==> src/rtl/lcd1602_bus_writer_if.sv <==
// Byte-write handshake between an LCD1602 sequencer and the bus writer,
// bundled together with the physical HD44780 pins the writer drives.
interface lcd1602_bus_writer_if;
    logic       send_en;
    logic [7:0] send_data;
    logic       send_rs;
    logic       send_rw;
    logic       send_busy;
    logic       LCD1602_RS;
    logic       LCD1602_E;
    logic       LCD1602_RW;
    logic [7:0] LCD1602_DAT;

    modport master (
        output send_en, send_data, send_rs, send_rw,
        input  send_busy, LCD1602_RS, LCD1602_E, LCD1602_RW, LCD1602_DAT
    );

    modport slave (
        input  send_en, send_data, send_rs, send_rw,
        output send_busy, LCD1602_RS, LCD1602_E, LCD1602_RW, LCD1602_DAT
    );
endinterface

==> src/rtl/lcd1602_bus_writer.sv <==
// HD44780 8-bit write engine: one E pulse per accepted byte with setup,
// pulse-width, hold and execution timing, plus the power-on wait after reset.
module lcd1602_bus_writer #(
    parameter int CLK_FRE   = 20,
    parameter int T_SU_NS   = 100,
    parameter int T_PW_NS   = 500,
    parameter int T_HOLD_NS = 100,
    parameter int T_EXEC_US = 40,
    parameter int T_CLR_US  = 1600,
    parameter int T_POR_MS  = 15
) (
    input  logic                 clk,
    input  logic                 rst,
    lcd1602_bus_writer_if.slave  bus
);

    function automatic int cycles_ceil(input int num, input int den);
        int c;
        c = (num + den - 1) / den;
        return (c < 1) ? 1 : c;
    endfunction

    function automatic int max2(input int a, input int b);
        return (a > b) ? a : b;
    endfunction

    localparam int N_SU   = cycles_ceil(T_SU_NS * CLK_FRE, 1000);
    localparam int N_PW   = cycles_ceil(T_PW_NS * CLK_FRE, 1000);
    localparam int N_HOLD = cycles_ceil(T_HOLD_NS * CLK_FRE, 1000);
    localparam int N_EXEC = cycles_ceil(T_EXEC_US * CLK_FRE, 1);
    localparam int N_CLR  = cycles_ceil(T_CLR_US * CLK_FRE, 1);
    localparam int N_POR  = cycles_ceil(T_POR_MS * 1000 * CLK_FRE, 1);
    localparam int N_MAX  = max2(max2(max2(N_SU, N_PW), max2(N_HOLD, N_EXEC)), max2(N_CLR, N_POR));
    localparam int CNT_W  = max2($clog2(N_MAX), 1);

    localparam logic [CNT_W-1:0] LAST_SU   = CNT_W'(N_SU - 1);
    localparam logic [CNT_W-1:0] LAST_PW   = CNT_W'(N_PW - 1);
    localparam logic [CNT_W-1:0] LAST_HOLD = CNT_W'(N_HOLD - 1);
    localparam logic [CNT_W-1:0] LAST_EXEC = CNT_W'(N_EXEC - 1);
    localparam logic [CNT_W-1:0] LAST_CLR  = CNT_W'(N_CLR - 1);
    localparam logic [CNT_W-1:0] LAST_POR  = CNT_W'(N_POR - 1);

    typedef enum logic [2:0] {
        ST_POR,
        ST_IDLE,
        ST_SETUP,
        ST_EHIGH,
        ST_HOLD,
        ST_EXEC
    } state_t;

    state_t           state_q, state_d;
    logic [CNT_W-1:0] cnt_q, cnt_d;
    logic             busy_q;
    logic             e_q;
    logic             rs_q;
    logic             rw_q;
    logic [7:0]       dat_q;
    logic             long_q;
    logic             accept;

    assign accept = (state_q == ST_IDLE) && bus.send_en;

    // cnt_q counts the cycles already spent in the current state and is cleared
    // on every state entry, so each state lasts exactly its N_* cycles.
    always_comb begin
        state_d = state_q;
        cnt_d   = cnt_q + 1'b1;
        unique case (state_q)
            ST_POR: begin
                if (cnt_q == LAST_POR) begin
                    state_d = ST_IDLE;
                    cnt_d   = '0;
                end
            end
            ST_IDLE: begin
                cnt_d = '0;
                if (bus.send_en) begin
                    state_d = ST_SETUP;
                end
            end
            ST_SETUP: begin
                if (cnt_q == LAST_SU) begin
                    state_d = ST_EHIGH;
                    cnt_d   = '0;
                end
            end
            ST_EHIGH: begin
                if (cnt_q == LAST_PW) begin
                    state_d = ST_HOLD;
                    cnt_d   = '0;
                end
            end
            ST_HOLD: begin
                if (cnt_q == LAST_HOLD) begin
                    state_d = ST_EXEC;
                    cnt_d   = '0;
                end
            end
            ST_EXEC: begin
                if (cnt_q == (long_q ? LAST_CLR : LAST_EXEC)) begin
                    state_d = ST_IDLE;
                    cnt_d   = '0;
                end
            end
            default: begin
                state_d = ST_POR;
                cnt_d   = '0;
            end
        endcase
    end

    // busy and E are registered from the next state so both pins are glitch-free
    // and line up exactly with the state they describe.
    always_ff @(posedge clk) begin
        if (rst) begin
            state_q <= ST_POR;
            cnt_q   <= '0;
            busy_q  <= 1'b1;
            e_q     <= 1'b0;
            rs_q    <= 1'b0;
            rw_q    <= 1'b0;
            dat_q   <= 8'h00;
            long_q  <= 1'b0;
        end else begin
            state_q <= state_d;
            cnt_q   <= cnt_d;
            busy_q  <= (state_d != ST_IDLE);
            e_q     <= (state_d == ST_EHIGH);
            if (accept) begin
                rs_q   <= bus.send_rs;
                rw_q   <= bus.send_rw;
                dat_q  <= bus.send_data;
                long_q <= !bus.send_rs && (bus.send_data inside {8'h01, 8'h02, 8'h03});
            end
        end
    end

    assign bus.send_busy   = busy_q;
    assign bus.LCD1602_E   = e_q;
    assign bus.LCD1602_RS  = rs_q;
    assign bus.LCD1602_RW  = rw_q;
    assign bus.LCD1602_DAT = dat_q;

endmodule

==> src/flat_wrapper.sv <==
// flat-port wrapper written by rule: the top's interface ports become plain ports
module lcd1602_bus_writer_flat 
#(
    parameter int CLK_FRE   = 20,
    parameter int T_SU_NS   = 100,
    parameter int T_PW_NS   = 500,
    parameter int T_HOLD_NS = 100,
    parameter int T_EXEC_US = 40,
    parameter int T_CLR_US  = 1600,
    parameter int T_POR_MS  = 15
)
  (clk, rst, bus_send_en, bus_send_data, bus_send_rs, bus_send_rw, bus_send_busy, bus_LCD1602_RS, bus_LCD1602_E, bus_LCD1602_RW, bus_LCD1602_DAT);
  lcd1602_bus_writer_if bus_i ();
  input  logic clk;
  input  logic rst;
  input wire logic [$bits(bus_i.send_en)-1:0] bus_send_en;
  input wire logic [$bits(bus_i.send_data)-1:0] bus_send_data;
  input wire logic [$bits(bus_i.send_rs)-1:0] bus_send_rs;
  input wire logic [$bits(bus_i.send_rw)-1:0] bus_send_rw;
  output wire logic [$bits(bus_i.send_busy)-1:0] bus_send_busy;
  output wire logic [$bits(bus_i.LCD1602_RS)-1:0] bus_LCD1602_RS;
  output wire logic [$bits(bus_i.LCD1602_E)-1:0] bus_LCD1602_E;
  output wire logic [$bits(bus_i.LCD1602_RW)-1:0] bus_LCD1602_RW;
  output wire logic [$bits(bus_i.LCD1602_DAT)-1:0] bus_LCD1602_DAT;
  assign bus_i.send_en = bus_send_en;
  assign bus_i.send_data = bus_send_data;
  assign bus_i.send_rs = bus_send_rs;
  assign bus_i.send_rw = bus_send_rw;
  assign bus_send_busy = bus_i.send_busy;
  assign bus_LCD1602_RS = bus_i.LCD1602_RS;
  assign bus_LCD1602_E = bus_i.LCD1602_E;
  assign bus_LCD1602_RW = bus_i.LCD1602_RW;
  assign bus_LCD1602_DAT = bus_i.LCD1602_DAT;
  lcd1602_bus_writer #(.CLK_FRE(CLK_FRE), .T_SU_NS(T_SU_NS), .T_PW_NS(T_PW_NS), .T_HOLD_NS(T_HOLD_NS), .T_EXEC_US(T_EXEC_US), .T_CLR_US(T_CLR_US), .T_POR_MS(T_POR_MS)) u_core (.clk(clk), .rst(rst), .bus(bus_i));
endmodule
==> config.mk <==
export PLATFORM = sky130hd
export DESIGN_NAME = lcd1602_bus_writer_flat
export DESIGN_NICKNAME = d
export VERILOG_FILES = /design/src/rtl/lcd1602_bus_writer_if.sv /design/src/rtl/lcd1602_bus_writer.sv /design/src/flat_wrapper.sv
export SDC_FILE = /design/constraint.sdc
export NUM_CORES = 1
export LEC_CHECK = 0
export ABC_AREA = 1
export BUFFER_PORTS_ARGS = -buffer_cell sky130_fd_sc_hd__buf_2
export CAP_MARGIN = 5
export CORE_MARGIN = 3
export CORE_UTILIZATION = 57
export DETAILED_ROUTE_END_ITERATION = 10
export PLACE_DENSITY = 0.79
export SLEW_MARGIN = 30
export SYNTH_ARGS = -nofsm -noshare
export SYNTH_HDL_FRONTEND = slang
export SYNTH_SLANG_ARGS = --single-unit
==> constraint.sdc <==
create_clock -name clk -period 1.95 [get_ports clk]
set_clock_uncertainty 0.05 [all_clocks]
set_input_delay 0.585 -clock clk [delete_from_list [all_inputs] [get_ports clk]]
set_output_delay 0.585 -clock clk [all_outputs]
set_load 0.05 [all_outputs]
== Word level (Yosys, flattened, before mapping) ==
Cells that the tools add are included.
Widths: inputs -> output; s select.

* Flip-flop bits (word level): 35
* Output and inout bits: 12
* Word-level logic and storage cells: 42

* $add $sub $neg: 1
* Eq/ne operators: 14
* Mux-type cells: 13
* Reduce and logical (&&, ||, !) cells: 6

{| class="wikitable"
|+ Operators by type and width
! cell !! number
|-
| $mux 19 || 4
|-
| $pmux 19 s4 || 1
|-
| $add 19x1->19 const B || 1
|-
| $eq 19x1->1 const B || 1
|-
| $eq 19x19->1 || 1
|-
| $eq 19x19->1 const B || 1
|-
| $eq 19x4->1 const B || 1
|-
| $mux 3 || 6
|-
| $pmux 3 s6 || 1
|-
| $eq 8x2->1 const B || 2
|-
| $mux 15 || 1
|-
| $eq 3x2->1 const B || 3
|-
| $eq 8x1->1 const B || 1
|-
| $eq 3x3->1 const B || 2
|-
| $eq 3x1->1 const B || 1
|-
| $logic_not 3->1 || 1
|-
| $ne 3x1->1 const B || 1
|-
| $reduce_bool 3->1 || 1
|-
| $logic_and 1x1->1 || 2
|-
| $reduce_or 2->1 || 1
|-
| $logic_not 1->1 || 1
|}

== Logic depth before layout (Yosys ltp) ==
Gate-level depths: netlist of run 1.

* Depth in word-level cells: 5
* Gate-level depth with buffers: 11
* Mapped depth without buffers: 11

== Worst setup path after synthesis of run 1 ==
Ideal clock, no wire load.

* Path type: flip-flop to flip-flop
* From: register u_core.cnt_q[0]
* To: register u_core.cnt_q[5]
* Library setup time: 0.120 ns
* Arrival: 1.408 ns
* Slack: 0.372 ns
* Stages on the path, launching flop included: 8
* Buffers on the path: 1
* Clock period less this slack: 1.578 ns
* Cell sequence: dfxtp_1 -> ha_1 -> nand3_1 -> nor3_1 -> nand3_1 -> nand2_1 -> buf_4 -> a21oi_1

* Longest elaborated chain between the ends: 3
* Elaborated cells between the ends (all ways): 10

{| class="wikitable"
|+ RTL lines
! item !! RTL line !! text
|-
| from (decl) || lcd1602_bus_writer.sv:53 || <nowiki>logic [CNT_W-1:0] cnt_q, cnt_d;</nowiki>
|-
| from (signal assigned) || lcd1602_bus_writer.sv:127 || <nowiki>cnt_q <= cnt_d;</nowiki>
|-
| $add 19x1->19 (tied with other cells) || lcd1602_bus_writer.sv:68 || <nowiki>cnt_d = cnt_q + 1'b1;</nowiki>
|-
| $mux 19, on equally long branches || -- ||
|-
| $pmux 19 s4 (*) || lcd1602_bus_writer.sv:69 || <nowiki>unique case (state_q)</nowiki>
|}

Mark *: on every way between the ends. The rest lies on a longest branch, timed or not.
A chain may end at the register's enable or synchronous reset.

== Worst setup path in the final report of run 1 ==
* From: register u_core.cnt_q[0]
* To: register u_core.cnt_q[6]

Same word-level chain as after synthesis.

==> metrics.yaml, run 1 <==
final_layout:
  n_fill_cell: 291
  num-nets-final: 358
  diodes: 0
  final_cells: 388
  drive_gt1_share_pct: 15.7
  syn2layout_area_growth_pct: 14.3
grt:
  grt_start_max_net_pins: 16
  overflow: 0
  grt_pass1_vias: 1938
  track_usage_pct: 25.7
  grt_pass1_wl_um: 8510
  antenna_found_initial: 0
die:
  fp.dieArea_um2: 4230
  die_h_um: 65.1
  io_pins: 25
  start_util_pct: 62.6
  rows: 20
  core_um2: 3180
  die_w_um: 65.1
worst_setup_path:
  path_delay_family: "simple AND/OR/NAND/NOR gates"
  cpPeakStageDelay_ns: 0.43
  cp_slowest_cell: "dfxtp_1"
  critical_path_class: "reg -> reg"
  reg2reg_slack_ns: 0.22
  cp_max_fo: 6
  reg2regPathDepth: 8
  cp.required_ns: 2.19
  critPathMostFrequentCell: "nand3_1"
  r2r_start: "u_core.cnt_q[0]$_SDFF_PP0_"
  end_kind: "register"
  r2r_end: "u_core.cnt_q[6]$_SDFF_PP0_"
  path_buf_inv: 1
  startpoint_type: "register"
  cp_cell_sequence: "ha_2 > nand3_1 > nor2_1 > xor2_1 > o21ai_0 > nand3_1 > nand2_1 > inv_1"
  worstPathArrival_ns: 1.97
clock_network:
  cts_root_buffer: "clkbuf_4"
  clock_sinks: 35
  h-tree-depth: 2
  cts_buffers: 5
  clk_latency_ns: 0.34
  clkTransAtPathRegs_ns: 0.10
  cts_max_path_buffers: 2
  cts_tree: "done"
timing:
  max_freq_mhz: 578
  rsz0062_at_grt: "false"
  setup_viol: 0
  final_max_slew_viol_count: 0
  slew_headroom_pct: 71.5
  final_hold_viol_count: 0
  period_share_pct: 88.7
  tns_ns: 0
  worst_pin_slew_ns: 0.424
  postLayoutSetupSlackWorst_ns: 0.220
  period_minus_slack_ns: 1.73
detailed_routing:
  via_per_inst: 5.55
  totalWireLength_um: 4920
  drc: 0
  drtPass1Iterations: 5
  postRouteAntennaNets: 0
  num_vias: 2152
  first_iter_violations: 198
  wl_per_cell_um: 12.7
placed_design:
  dpl.hpwl_um: 3640
  place_worst_setup_slack_ns: 0.145
  gp_congestion: 0.969
  dp.cells: 379
  portBuffers: 24
outcome:
  status: "finished clean"
logic_synthesis:
  yosys_register_bits: 35
  ys.flop_type: "dfxtp_1"
  netlist_top_cells_count: "nand2_1, nor2_1, dfxtp_1"
  yosysMostFrequentCell: "nand2_1"
  synth_cells: 312
  synth_top_cell_by_area: "dfxtp_1"
  yosys.area.top_type_share_pct: 35.2
  yosys.cell_types.count: 31
  netlist_top_cells_area: "dfxtp_1, nand2_1, nor2_1"
  synthArstFlopShare_pct: 0
  synthesis.nets: 327
  syn_area_um2: 1990
  synth_edf_count: 0
  avgSynthCellArea_um2: 6.38
  ys_seq_area_share_pct: 35.2
  yosys_warnings: 0
hold_path:
  holdPathStages: 3
  min_path_type: "in -> reg"
  hp-start: "bus_send_data[3]"
  hold_end: "u_core.bus.LCD1602_DAT[3]$_SDFFE_PP0P_"
power_and_ir_drop:
  cellLeakagePower_uw: 0.00101
  peakVddDrop_mv: 0.433
  p_per_area_nw_per_um2: 546
run:
  drv_cap: 0
## worst reg2reg max path, cell delays in order (launching register included)
cell     delay [ns]
dfxtp_1        0.43
ha_2           0.26
nand3_1        0.17
nor2_1         0.16
xor2_1         0.26
o21ai_0        0.14
nand3_1        0.11
nand2_1        0.05
inv_1          0.05
## cells by family (layout without fill, tap and decap cells)
logic type	count (synthesis)	in the layout	share of synthesized area (%)
compound gates	42	42	11.3
xor+xnor	4	4	1.76
buf+inv	39	71	8.18
simple gates	190	190	42.3
fa+ha+maj	2	2	1.26
flops	35	35	35.2
## state kept, by name, summed over array words and instances, names as in the netlist
| name | flops |
|---|---|
| u_core.cnt_q | 19 |
| u_core.state_q | 3 |
| u_core.bus.send_busy | 1 |
| u_core.long_q | 1 |
| u_core.bus.LCD1602_RS | 1 |
| u_core.bus.LCD1602_DAT | 8 |
| u_core.bus.LCD1602_RW | 1 |
| u_core.bus.LCD1602_E | 1 |
## what timing repair did
item                                    in CTS  in global routing
gates resized for setup                      0                  4
hold buffers                                 0                  0
setup buffers                                0                  1
endpoints found under the setup margin       0                 17
## cells in the final DEF, fill, tap and decap left out, drive strengths merged
| cell | instances |
|---|---|
| nor2 | 71 |
| nand2 | 68 |
| dfxtp | 35 |
| nand3 | 33 |
| inv | 33 |
| buf | 29 |
| a21oi | 21 |
| o21ai | 17 |
| nand4 | 8 |
| clkbuf | 8 |
| nor3 | 7 |
| xor2 | 4 |
| ha | 2 |
| clkinv | 1 |
| a21boi | 1 |
| o211ai | 1 |
| or2 | 1 |
| a31oi | 1 |
| and2 | 1 |
| nor4 | 1 |
| o2111ai | 1 |
## metal layers
layer | global-route usage [%] | vias to the layer above | share of wire, %
met1 | 35.7 | 928 | 42
met2 | 37.5 | 129 | 42
met5 | 0 | - | 0
met3 | 7.63 | 20 | 13
li1 | - | 1075 | -
met4 | 9.59 | 0 | 3.5
## where the power goes
group	switching, uW	leakage (uW)	internal, uW
clock network	242	0.0000386	212
registers	6.90	0.000282	720
logic	36.0	0.000692	24.9
total	285	0.00101	957
## stage by stage
stage                     instance area [um2]  utilization (%)  power (uW)  hold slack [ns]
after floorplan                          1990                -         776            0.401
after global placement                   2170             68.3         803            0.410
after detailed placement                 2170             68.3         803            0.419
after CTS                                2240             70.5        1250            0.432
after global routing                     2270             71.6        1290            0.438
final                                    2270             71.6        1240            0.431
## worst max-delay path by stage
stage | startpoint | end | slack (ns) | depth (start not counted)
after detailed placement | u_core.cnt_q[0]$_SDFF_PP0_ | u_core.cnt_q[3]$_SDFF_PP0_ | 0.14 | 8
after floorplan | u_core.cnt_q[0]$_SDFF_PP0_ | u_core.cnt_q[5]$_SDFF_PP0_ | 0.37 | 7
after global routing | u_core.cnt_q[0]$_SDFF_PP0_ | u_core.cnt_q[6]$_SDFF_PP0_ | 0.05 | 8
after CTS | u_core.cnt_q[0]$_SDFF_PP0_ | u_core.cnt_q[18]$_SDFF_PP0_ | 0.13 | 8
final | u_core.cnt_q[0]$_SDFF_PP0_ | u_core.cnt_q[6]$_SDFF_PP0_ | 0.22 | 8
after global placement | u_core.cnt_q[0]$_SDFF_PP0_ | u_core.cnt_q[3]$_SDFF_PP0_ | 0.23 | 8
## cell type report
| class | count | area, um2 | share of cell area, % |
|---|---|---|---|
| Multi-Input combinational cell | 238 | 1140 | 50.1 |
| Sequential cell | 35 | 701 | 30.8 |
| Timing Repair Buffer | 29 | 183 | 8.03 |
| Inverter | 34 | 128 | 5.61 |
| Clock buffer | 8 | 68.8 | 3.03 |
| Tap cell | 44 | 55.1 | 2.42 |
Note: power is estimated with default switching activity, not from simulation.
==> run 2, diff against run 1 <==
CELL_PAD_IN_SITES_DETAIL_PLACEMENT = 1   (was not set)
CELL_PAD_IN_SITES_GLOBAL_PLACEMENT = 2   (was not set)
CORE_UTILIZATION = 31   (was 57)
PLACE_DENSITY = not set   (was 0.79)
PLACE_DENSITY_LB_ADDON = 0.1   (was not set)
TNS_END_PERCENT = 50   (was not set)
==> run 2 against run 1 <==
Against the previous run: hold slack improved by 0.0050 ns; clock-buffer cell count is 2 lower; sequential share of layout area fell by 1.1 points; non-clock buffer count grew 4; sequential cell count stayed put; critical path depth shrank 1; routed wire length rose by 27%; via count decreased by 3.1%; register-to-register slack improved by 0.04 ns; setup slack improved by 0.036 ns; sequential power about the same.
==> metrics.yaml, run 2 (synthesized netlist as in run 1, its figures left out) <==
final_layout:
  multi_input_area_um2: 1140
  regArea_um2: 701
  max_flop_register: "u_core.cnt_q"
  largest_register_ffs: 19
  diodes: 0
  syn2layout_area_growth_pct: 18.6
  final_util_pct: 38.9
  drive_gt1_share_pct: 16.4
  final_common_cell: "nand2_1"
  n_fill_cell: 828
  final_cell_mix: "nand2_1, nor2_1, dfxtp_1"
  num-nets-final: 362
die:
  io_pins: 25
  rows: 28
  start_util_pct: 32.8
  die_h_um: 86.1
  fp.dieArea_um2: 7410
  core_um2: 6060
  die_w_um: 86.1
detailed_routing:
  num_vias: 2085
  first_iter_violations: 96
  totalWireLength_um: 6250
  via_per_inst: 4.94
  drc: 0
  wl_per_cell_um: 14.8
  postRouteAntennaNets: 0
  drtPass1Iterations: 4
power_and_ir_drop:
  cellLeakagePower_uw: 0.00105
  p_per_area_nw_per_um2: 564
  peakVddDrop_mv: 0.273
placed_design:
  dpl.hpwl_um: 4900
  portBuffers: 24
  gp_congestion: 0.795
clock_network:
  clk_latency_ns: 0.29
  h-tree-depth: 2
  clkTransAtPathRegs_ns: 0.07
  cts_max_path_buffers: 2
  cts_tree: "done"
  cts_root_buffer: "clkbuf_8"
  cts_buffers: 5
  clock_sinks: 35
  cts_hold_buf: 0
hold_path:
  hold_end: "u_core.bus.LCD1602_DAT[0]$_SDFFE_PP0P_"
  holdPathStages: 2
  min_path_type: "reg -> reg"
  hp-start: "u_core.bus.LCD1602_DAT[0]$_SDFFE_PP0P_"
worst_setup_path:
  startpoint_type: "register"
  r2r_start: "u_core.cnt_q[0]$_SDFF_PP0_"
  worstPathArrival_ns: 1.82
  reg2reg_slack_ns: 0.26
  cp_slowest_cell: "dfxtp_1"
  cpPeakStageDelay_ns: 0.38
  cp.required_ns: 2.07
  end_kind: "register"
  cp_max_fo: 15
  reg2regPathDepth: 7
  cp_cell_sequence: "ha_1 > nand3_1 > nor3_1 > nand3_1 > nand2_1 > buf_12 > a21oi_1"
  critPathMostFrequentCell: "nand3_1"
  r2r_end: "u_core.cnt_q[13]$_SDFF_PP0_"
  critical_path_class: "reg -> reg"
timing:
  final_hold_viol_count: 0
  tns_ns: 0
  max_freq_mhz: 590
  final_max_slew_viol_count: 0
  period_minus_slack_ns: 1.69
  slew_headroom_pct: 70.1
  rsz0062_at_grt: "false"
  setup_viol: 0
  period_share_pct: 86.9
  worst_pin_slew_ns: 0.445
grt:
  grt_pass1_wl_um: 10700
  grt_start_max_net_pins: 16
  track_usage_pct: 18.5
  antenna_found_initial: 0
  grt_pass1_vias: 2128
  overflow: 0
run:
  drv_cap: 0
outcome:
  status: "finished clean"
[run 2: cell count changes in the layout (fill, tap and decap cells not counted), sizes merged]
cell,previous run,this run
buf,29,33
clkbuf,8,6
clkinv,1,2
[run 2: area by class of cell]
| class | instances | share of cell area [%] |
|---|---|---|
| clock inverters | 1 | 0.212 |
| flip-flops and latches | 35 | 29.7 |
| inverters | 34 | 5.41 |
| clock buffers | 6 | 3.50 |
| repair buffers | 33 | 9.01 |
| multi-input cells | 238 | 48.2 |
| well taps | 75 | 3.98 |
[run 2: how the worst max path moves through the flow]
stage	startpoint	end
CTS	u_core.cnt_q[0]$_SDFF_PP0_	u_core.cnt_q[14]$_SDFF_PP0_
floorplan	u_core.cnt_q[0]$_SDFF_PP0_	u_core.cnt_q[5]$_SDFF_PP0_
finish	u_core.cnt_q[0]$_SDFF_PP0_	u_core.cnt_q[13]$_SDFF_PP0_
global placement	u_core.cnt_q[0]$_SDFF_PP0_	u_core.cnt_q[14]$_SDFF_PP0_
global route	u_core.cnt_q[0]$_SDFF_PP0_	u_core.cnt_q[13]$_SDFF_PP0_
detailed placement	u_core.cnt_q[0]$_SDFF_PP0_	u_core.cnt_q[14]$_SDFF_PP0_
[run 2: what timing repair did]
| action | 4_1_cts | 5_1_grt |
|---|---|---|
| endpoints found under the setup margin | 0 | 3 |
| hold endpoints to repair | 0 | 0 |
| gates resized for setup | 0 | 3 |
| setup buffers | 0 | 0 |
[run 2: stage by stage]
step           worst slack (ns)  area, um2  cells  power [uW]  hold slack, ns
2_1_floorplan             0.372       1990    312         776           0.401
3_3_place_gp              0.182       2260    415         809           0.412
6_report                  0.256       2360    422        1330           0.436
5_1_grt                  0.0316       2360    422        1400           0.471
3_5_place_dp              0.153       2260    415         809           0.425
4_1_cts                   0.122       2350    422        1360           0.442
[run 2: routing by layer]
| metal | global-route usage [%] | vias up | wire [um] |
|---|---|---|---|
| li1 | - | 1081 | - |
| met1 | 27.3 | 974 | 3300 |
| met2 | 27.6 | 28 | 2720 |
| met3 | 3.46 | 2 | 206 |
| met4 | 4.17 | 0 | 13 |
| met5 | 0 | - | 0 |
[run 2: power breakdown]
| group | switching [uW] | internal [uW] | total, uW |
|---|---|---|---|
| combinational | 38.8 | 26.4 | 65.2 |
| clock | 262 | 277 | 539 |
| sequential | 6.64 | 720 | 727 |
[run 2: worst max-delay path: cells and delay by family, from the launching register on]
family	cells	cell delay [ns]
and+or+nand+nor	4	0.66
buffers and inverters	1	0.15
AOI/OAI and AO/OA	1	0.07
adders and majority gates	1	0.27
DFF	1	0.38
